[config.mk]
export PLATFORM = sky130hd
export DESIGN_NAME = muldiv_seq
export DESIGN_NICKNAME = d
export VERILOG_FILES = /design/src/rtl/muldiv_pkg.sv /design/src/rtl/muldiv_step.sv /design/src/rtl/muldiv_seq.sv
export SDC_FILE = /design/constraint.sdc
export NUM_CORES = 1
export LEC_CHECK = 0
export ABC_CLOCK_PERIOD_IN_PS = 9760
export BUFFER_PORTS_ARGS = -buffer_cell sky130_fd_sc_hd__buf_2
export CAP_MARGIN = 25
export CELL_PAD_IN_SITES_DETAIL_PLACEMENT = 0
export CELL_PAD_IN_SITES_GLOBAL_PLACEMENT = 1
export CORE_ASPECT_RATIO = 1.5
export CORE_MARGIN = 4
export CORE_UTILIZATION = 48
export CTS_CLUSTER_DIAMETER = 80
export CTS_CLUSTER_SIZE = 16
export DETAILED_ROUTE_END_ITERATION = 10
export HOLD_SLACK_MARGIN = 0.06
export PLACE_DENSITY = 0.91
export SYNTH_ARGS = -nofsm -noshare
export SYNTH_HDL_FRONTEND = slang
export SYNTH_SLANG_ARGS = --single-unit
[constraint.sdc]
create_clock -name clk -period 9.76 [get_ports clk]
set_input_delay 0.488 -clock clk [delete_from_list [all_inputs] [get_ports clk]]
set_output_delay 0.488 -clock clk [all_outputs]
set_load 0.01 [all_outputs]
[src/rtl/muldiv_pkg.sv]
// Shared definitions for the HI/LO multiply/divide sequencer.
package muldiv_pkg;

  localparam logic [5:0] FN_MULT  = 6'h18;
  localparam logic [5:0] FN_MULTU = 6'h19;
  localparam logic [5:0] FN_DIV   = 6'h1a;
  localparam logic [5:0] FN_DIVU  = 6'h1b;
  localparam logic [5:0] FN_MTHI  = 6'h11;
  localparam logic [5:0] FN_MTLO  = 6'h13;

  // Iteration counter width; covers WIDTH up to 64.
  localparam int CNT_W = 6;

  typedef enum logic [1:0] {
    ST_IDLE  = 2'd0,
    ST_RUN   = 2'd1,
    ST_FIXUP = 2'd2
  } state_e;

  // True for the four iterative operations (not mthi/mtlo).
  function automatic logic is_muldiv(input logic [5:0] f);
    return (f == FN_MULT) || (f == FN_MULTU) || (f == FN_DIV) || (f == FN_DIVU);
  endfunction

endpackage

[src/rtl/muldiv_step.sv]
// One iteration of the shared datapath: shift-add multiply or
// restoring-divide trial subtract over the 2*WIDTH accumulator.
module muldiv_step #(
  parameter int WIDTH = 32
) (
  input  logic                 div_i,
  input  logic [2*WIDTH-1:0]   acc_i,
  input  logic [WIDTH-1:0]     opnd_i,
  output logic [2*WIDTH-1:0]   acc_o
);

  logic [WIDTH:0]       sum;
  logic [WIDTH:0]       trial;
  logic [2*WIDTH-1:0]   shl;

  // Multiply: conditional add into the upper half then shift right, keeping
  // the carry. Divide: shift left, subtract using the bit shifted out as the
  // MSB of the partial remainder, keep the difference when it does not borrow.
  always_comb begin
    sum   = {1'b0, acc_i[2*WIDTH-1:WIDTH]} + (acc_i[0] ? {1'b0, opnd_i} : {(WIDTH+1){1'b0}});
    shl   = {acc_i[2*WIDTH-2:0], 1'b0};
    trial = {acc_i[2*WIDTH-1], shl[2*WIDTH-1:WIDTH]} - {1'b0, opnd_i};
    if (div_i) begin
      if (!trial[WIDTH]) begin
        acc_o = {trial[WIDTH-1:0], shl[WIDTH-1:1], 1'b1};
      end else begin
        acc_o = shl;
      end
    end else begin
      acc_o = {sum, acc_i[WIDTH-1:1]};
    end
  end

endmodule

[src/rtl/muldiv_seq.sv]
// Iterative multiply/divide sequencer owning the architectural HI/LO
// registers. Signed operations run on magnitudes and are sign-corrected in
// a single FIXUP cycle before the commit.
module muldiv_seq
  import muldiv_pkg::*;
#(
  parameter int WIDTH = 32
) (
  input  logic             clk,
  input  logic             reset,
  input  logic             Start,
  input  logic [5:0]       Funct,
  input  logic [WIDTH-1:0] OpA,
  input  logic [WIDTH-1:0] OpB,
  input  logic             ReqRead,
  input  logic             Cancel,
  output logic             Busy,
  output logic             Stall,
  output logic             Done,
  output logic [WIDTH-1:0] Hi,
  output logic [WIDTH-1:0] Lo
);

  localparam logic [CNT_W-1:0] LAST = CNT_W'(WIDTH - 1);

  state_e               state_q, state_d;
  logic [CNT_W-1:0]     cnt_q, cnt_d;
  logic [2*WIDTH-1:0]   acc_q, acc_d;
  logic [WIDTH-1:0]     opnd_q, opnd_d;
  logic                 div_q, div_d;
  logic                 neg_q, neg_d;
  logic                 rem_neg_q, rem_neg_d;
  logic                 dz_q, dz_d;
  logic [WIDTH-1:0]     hi_q, hi_d;
  logic [WIDTH-1:0]     lo_q, lo_d;
  logic                 done_q, done_d;

  logic                 op_signed, op_div;
  logic                 a_neg, b_neg;
  logic [WIDTH-1:0]     a_mag, b_mag;
  logic [2*WIDTH-1:0]   acc_step;
  logic [2*WIDTH-1:0]   prod;
  logic [WIDTH-1:0]     quo, rem;

  assign op_signed = (Funct == FN_MULT) || (Funct == FN_DIV);
  assign op_div    = (Funct == FN_DIV) || (Funct == FN_DIVU);
  assign a_neg     = op_signed & OpA[WIDTH-1];
  assign b_neg     = op_signed & OpB[WIDTH-1];
  assign a_mag     = a_neg ? (~OpA + 1'b1) : OpA;
  assign b_mag     = b_neg ? (~OpB + 1'b1) : OpB;

  assign Busy  = (state_q != ST_IDLE);
  assign Stall = Busy & (Start | ReqRead);
  assign Done  = done_q;
  assign Hi    = hi_q;
  assign Lo    = lo_q;

  muldiv_step #(.WIDTH(WIDTH)) u_step (
    .div_i  (div_q),
    .acc_i  (acc_q),
    .opnd_i (opnd_q),
    .acc_o  (acc_step)
  );

  // Sign correction of the magnitude result, used only in FIXUP.
  always_comb begin
    prod = neg_q ? (~acc_q + 1'b1) : acc_q;
    quo  = neg_q ? (~acc_q[WIDTH-1:0] + 1'b1) : acc_q[WIDTH-1:0];
    rem  = rem_neg_q ? (~acc_q[2*WIDTH-1:WIDTH] + 1'b1) : acc_q[2*WIDTH-1:WIDTH];
  end

  // Next-state and datapath updates; Cancel overrides everything but reset.
  always_comb begin
    state_d   = state_q;
    cnt_d     = cnt_q;
    acc_d     = acc_q;
    opnd_d    = opnd_q;
    div_d     = div_q;
    neg_d     = neg_q;
    rem_neg_d = rem_neg_q;
    dz_d      = dz_q;
    hi_d      = hi_q;
    lo_d      = lo_q;
    done_d    = 1'b0;
    if (Cancel) begin
      state_d = ST_IDLE;
    end else begin
      case (state_q)
        ST_IDLE: begin
          if (Start) begin
            if (is_muldiv(Funct)) begin
              div_d     = op_div;
              neg_d     = a_neg ^ b_neg;
              rem_neg_d = a_neg;
              dz_d      = op_div && (OpB == '0);
              cnt_d     = '0;
              if (op_div && (OpB == '0)) begin
                acc_d   = {{WIDTH{1'b0}}, OpA};
                state_d = ST_FIXUP;
              end else if (op_div) begin
                acc_d   = {{WIDTH{1'b0}}, a_mag};
                opnd_d  = b_mag;
                state_d = ST_RUN;
              end else begin
                acc_d   = {{WIDTH{1'b0}}, b_mag};
                opnd_d  = a_mag;
                state_d = ST_RUN;
              end
            end else if (Funct == FN_MTHI) begin
              hi_d = OpA;
            end else if (Funct == FN_MTLO) begin
              lo_d = OpA;
            end
          end
        end
        ST_RUN: begin
          acc_d = acc_step;
          cnt_d = cnt_q + 1'b1;
          if (cnt_q == LAST) begin
            state_d = ST_FIXUP;
          end
        end
        ST_FIXUP: begin
          if (dz_q) begin
            hi_d = acc_q[WIDTH-1:0];
            lo_d = '1;
          end else if (div_q) begin
            hi_d = rem;
            lo_d = quo;
          end else begin
            hi_d = prod[2*WIDTH-1:WIDTH];
            lo_d = prod[WIDTH-1:0];
          end
          done_d  = 1'b1;
          state_d = ST_IDLE;
        end
        default: state_d = ST_IDLE;
      endcase
    end
  end

  // State, datapath and HI/LO registers with synchronous reset.
  always_ff @(posedge clk) begin
    if (reset) begin
      state_q   <= ST_IDLE;
      cnt_q     <= '0;
      acc_q     <= '0;
      opnd_q    <= '0;
      div_q     <= 1'b0;
      neg_q     <= 1'b0;
      rem_neg_q <= 1'b0;
      dz_q      <= 1'b0;
      hi_q      <= '0;
      lo_q      <= '0;
      done_q    <= 1'b0;
    end else begin
      state_q   <= state_d;
      cnt_q     <= cnt_d;
      acc_q     <= acc_d;
      opnd_q    <= opnd_d;
      div_q     <= div_d;
      neg_q     <= neg_d;
      rem_neg_q <= rem_neg_d;
      dz_q      <= dz_d;
      hi_q      <= hi_d;
      lo_q      <= lo_d;
      done_q    <= done_d;
    end
  end

endmodule
# Word level (Yosys, flattened, before mapping)
# Cells that the tools add are included.
[word_totals]
memories = 0
in_bits = 75
latch_bits = 0
register_bits = 173
ram_bits = 0
rom_bits = 0
[op_classes]
div = 0
shifts = 0
n_lt_le_gt_ge = 0
add_sub_neg = 8
eq_ne = 16
mul = 0
n_mux = 36
bitwise = 12
reduce_logical = 18
[op_table]
columns = ["cell", "count"]
rows = [
  ["$mux W32", 19],
  ["$mux W64", 5],
  ["$add A32 B1 Y32 const B", 4],
  ["$not A32 Y32", 4],
  ["$pmux W32 S2", 2],
  ["$pmux W64 S2", 1],
  ["$add A64 B1 Y64 const B", 1],
  ["$not A64 Y64", 1],
  ["$eq A6 B5 Y1 const B", 7],
  ["$add A32 B33 Y33", 1],
  ["$sub A33 B32 Y33", 1],
  ["$logic_not A32 Y1", 1],
  ["$ne A2 B2 Y1 const B", 7],
  ["$mux W6", 2],
  ["$pmux W6 S2", 1],
  ["$reduce_and A5 Y1", 2],
  ["$mux W2", 4],
  ["$reduce_and A4 Y1", 2],
  ["$add A6 B1 Y6 const B", 1],
  ["$reduce_and A6 Y1", 1],
  ["$reduce_bool A2 Y1", 3],
  ["$logic_or A1 B1 Y1", 5],
  ["$pmux W2 S2", 1],
  ["$and A1 B1 Y1", 3],
  ["10 further kinds", 11],
]

# Longest topological paths before layout
[depth]
depth_word = 9
mapped_depth = 15
mapped_depth_nobuf = 14

# Cells and area by module
# From an unflattened synthesis, not the netlist that was laid out.
[unflattened]
cells_unflattened = 2183
hier_area_um2 = 15911.5
[modules_own_cells]
columns = ["mod", "instances", "seq_area_each_um2", "area_per_inst_um2", "cells_per_inst"]
rows = [
  ["muldiv_seq", 1, 3463.3, 11330.9, 1519],
  ["muldiv_step", 1, 0.0, 4580.6, 664],
]

# Worst setup path before layout
# No wires, ideal clock.
[synth_path]
kind = "reg-to-reg"
start = "register acc_q[31]"
end = "register acc_q[60]"
t_arrival_ns = 3.406
path_stages_with_launch = 15
required_time_ns = 9.638
synth_period_minus_slack_ns = 3.527
setup_slack_ns = 6.233
setup_ns = 0.122
cell_sequence = "dfxtp_1 > inv_1 > ha_1 > fa_1 > nand2b_1 > a21oi_1 > o2111ai_1 > a21o_1 > o21ai_0 > a21oi_1 > xor2_1 > clkbuf_1 > buf_1 > o21ai_0 > a221o_1"
[synth_via]
elab_chain_cells = 4
[synth_rtl]
columns = ["item", "line", "text"]
rows = [
  ["from (decl)", "muldiv_seq.sv:28", "logic [2*WIDTH-1:0] acc_q, acc_d;"],
  ["from (signal assigned)", "muldiv_seq.sv:147", "acc_q <= '0;"],
  ["from (signal assigned)", "muldiv_seq.sv:159", "acc_q <= acc_d;"],
  ["$sub A33 B32 Y33", "muldiv_step.sv:22", "trial = {acc_i[2*WIDTH-1], shl[2*WIDTH-1:WIDTH]} - {1'b0, opnd_i};"],
  ["$mux W64", "muldiv_step.sv:24", "if (!trial[WIDTH]) begin"],
  ["$mux W64", "muldiv_step.sv:23", "if (div_i) begin"],
  ["$pmux W64 S2", "muldiv_seq.sv:88", "case (state_q)"],
]
# Every way passes these cells.
# A chain may end at the register's enable or synchronous reset.

# Worst setup path in the final report
[layout_path]
start = "register acc_q[31]"
end = "register acc_q[34]"
# Same word-level chain as after synthesis.

==> summary.md <==
| Metric | Value |
|---|---|
| Nets | `2,327` |
| Synthesis-stage register bit count | `173` |
| Sequential share of the synthesized area | `22.6%` |
| Routed Antenna Nets | `0` |
| Largest net degree at the start of global routing | `a little under 90` |
| Resized cells post-CTS | `0` |
| RSZ-0062 raised after global routing | `false` |
| Slew margin rel. | `24.6%` |
| Layout area overhead | `8.60%` |
| TritonRoute pass-1 iters | `6` |
| Final hold vios | `0` |
| Antenna violations before repair | `1` |
| Slowest-stage cell, CP | `o21ai_0` |
| Main synth FF type | `dfxtp_1` |
| Maxcap violations | `0` |
| Routed wire length | `62.1 mm` |
| CTS tree | `done` |
| Tot Pwr | `0.00166 W` |
| Max Transition Viols Final | `0` |
| Skew final | `0.0141 ns` |
| R2R setup slack | `about 5.3 ns` |
| Synth warnings | `0` |
| Final Wtd Congestion | `1.03` |
| Post-synth EDFFs | `0` |
| Syn Nets | `2,311` |
| # DRC | `0` |
| Reg clk slew, reported paths | `around 0.080 ns` |
| First-pass GRT wire length | `roughly 93 mm` |
| Mapped Cells | `2,165` |
| End of the critical path | `acc_q[34]$_SDFFE_PP0P_` |
| Num rows | `79` |
| Period utilization | `45.9%` |
| DIE WIDTH | `roughly 150 um` |
| Setup TNS Final | `0 ns` |
| DRT iter0 DRCs | `1,614` |
| Commonest non-fill, non-tap cell in the layout | `nor2_1` |
| R2r endpoint | `acc_q[34]$_SDFFE_PP0P_` |
| Detail Placement HPWL | `about 47 mm` |
| Crit. End Element | `flop` |
| Peak supply drop | `0.131 mV` |
| Port bufs | `141` |
| Hold bufs inserted after CTS | `0` |
| CP delay by family, top | `compound AO/OA/AOI/OAI gates` |
| Worst skew pair latency | `roughly 0.47 ns` |
| Root Driver | `clkbuf_16` |
| Critical path startpoint category | `flop` |
| Vias in the first global route | `16,000` |
| Max clock buf depth | `2` |
| Die area | `34,900 sq um` |
| Tot GR Track Use | `34.2%` |
| Syn avg cell area | `7.08 sq um` |
| Area of the core | `31,200 sq um` |
| PD cells | `roughly 100 nW/um^2` |
| Min Tclk post-route | `roughly 4.5 ns` |
| Slowest Stage Delay on Critical Path | `0.59 ns` |
| Cell Chain, Critical Path | `inv_1 -> ha_1 -> fa_1 -> nand2b_1 -> a21oi_1 -> o2111ai_1 -> a21o_1 -> o21ai_0 -> a21oi_1 -> xor2_4 -> buf_4 -> o21ai_0 -> a221o_1` |
| Commonest non-fill, non-tap cells in the layout | `nor2_1 (239), nand2_1 (235), a21oi_1 (229)` |
| Library cells used by synthesis | `78` |
| Critical path class | `flop to flop` |
| Final setup fails | `0` |
| Top cell type's share of synthesized area | `22.6%` |
| Fraction of layout cells with a size suffix above 1 | `between 10 and 15%` |
| Die H | `227 um` |
| Post-Syn Area | `between 15,000 and 20,000 sq um` |
| Worst Path Arrival | `4.85 ns` |
| Post-CTS Setup Repair Bufs | `0` |
| CP max FO | `between 40 and 50` |
| Worst path required time | `about 10 ns` |
| Outcome | `finished clean` |
| Worst Setup SP | `acc_q[31]$_SDFFE_PP0P_` |
| Initial Util | `between 40% and 50%` |
| Gr ovfl total | `0` |
| Worst-margin pin slew | `approximately 1.1 ns` |
| I/O pin total | `142` |
| Post-synth ARST share | `0%` |
| HP Class | `input pin to flop` |
| H-tree levels | `4` |
| Post-synthesis cell type with the largest combined area | `dfxtp_1` |
| WP depth | `13` |
| FF-to-FF path depth | `13` |
| WL/cell | `about 24 um` |
| Vias per cell | `6.52` |
| Main area contributors after synthesis | `dfxtp_1 (23%), a21oi_1 (7.5%), nor2_1 (5.9%)` |
| Num CTS Buffers | `17` |
| Static Leak | `6.45 nW` |
| Worst path bufs/invs | `2` |
| Worst r2r src | `acc_q[31]$_SDFFE_PP0P_` |
| Sink Count | `about 170` |
| Max Fclk | `223 MHz` |
| Vias post-DR | `16,900` |
-- area by class of cell --
class                      count  area, sq um
inverter                      58          218
antenna                        1         2.50
multi-input combinational   1760        11000
sequential                   173         3460
fill                        3174        14600
clock inverter                13          116
clock buffer                  19          443
timing repair buffer         171          931
tap                          405          507
-- metal layers --
layer	up-vias	track usage, %	wire [um]
li1	7892	-	-
met1	7938	37.4	22100
met2	827	59.0	29500
met3	286	5.48	4300
met4	2	26.5	6140
met5	-	0	18
-- power by group --
| part | switching, W | total [W] | internal, W |
|---|---|---|---|
| Clock | 0.000344 | 0.000687 | 0.000343 |
| Combinational | 0.000170 | 0.000252 | 0.0000823 |
| Sequential | 0.00000668 | 0.000716 | 0.000709 |
-- registers in the layout, summed over array words and instances, names as in the netlist --
register and cells:
Lo 32, Hi 32, div_q 1, dz_q 1, cnt_q 6, neg_q 1, rem_neg_q 1, Done 1
state_q 2, acc_q 64, opnd_q 32
-- logic make-up after synthesis --
| kind of cell | after synthesis | share of synthesized area (%) |
|---|---|---|
| buffers and inverters | 232 | 6.22 |
| multiplexers | 36 | 2.36 |
| flip-flops | 173 | 22.6 |
| AO/OA/AOI/OAI | 721 | 30.0 |
| AND/OR/NAND/NOR | 761 | 23.1 |
| XOR/XNOR | 171 | 9.77 |
| adder cells (fa/ha/maj) | 71 | 5.90 |
-- cell usage after synthesis (all sizes together), types with 7 or more instances --
cell and count:
o41ai 13, mux2i 35, o21a 18, o22ai 18, nor2b 22, a21o 39, o31a 7, a311oi 10
nand2b 19, a31oi 17, a221oi 7, o31ai 27, nand4 13, buf 12, a221o 8, nand2 236
nor3 71, nand3 45, nor3b 8, a22oi 21, and2 8, a211oi 68, xnor2 96, inv 58
or3 22, o221ai 26, dfxtp 173, clkbuf 160, o211ai 31, nor4 21, ha 69, a21oi 229
o21ai 137, nor2 243, or4 19, xor2 75, o2111ai 11, and3 9
-- per-stage QoR --
step / utilization, % / instance area (sq um) / hold WS [ns] / worst slack, ns / cells
after CTS: 53.2 / 16600 / 0.412 / 5.32 / 2598
after detailed placement: 51.5 / 16100 / 0.441 / 4.87 / 2566
after floorplan: - / 15300 / 0.432 / 6.23 / 2165
after global placement: 51.4 / 16100 / 0.439 / 5.01 / 2565
after global routing: 53.3 / 16600 / 0.448 / 5.00 / 2599
final: 53.3 / 16600 / 0.448 / 5.28 / 2600
-- worst min-delay path by stage --
stage | from | endpoint | slack (ns) | cells after the start
after floorplan | opnd_q[26]$_SDFFE_PP0P_ | opnd_q[26]$_SDFFE_PP0P_ | 0.43 | 2
after global placement | Lo[15]$_SDFFE_PP0P_ | Lo[15]$_SDFFE_PP0P_ | 0.44 | 2
after detailed placement | Lo[21]$_SDFFE_PP0P_ | Lo[21]$_SDFFE_PP0P_ | 0.44 | 2
after CTS | Cancel | state_q[1]$_SDFFE_PP0P_ | 0.41 | 2
after global routing | Cancel | state_q[1]$_SDFFE_PP0P_ | 0.45 | 2
final | Cancel | state_q[0]$_SDFFE_PP0P_ | 0.45 | 2
No activity file was read; power rests on OpenSTA's default activity.
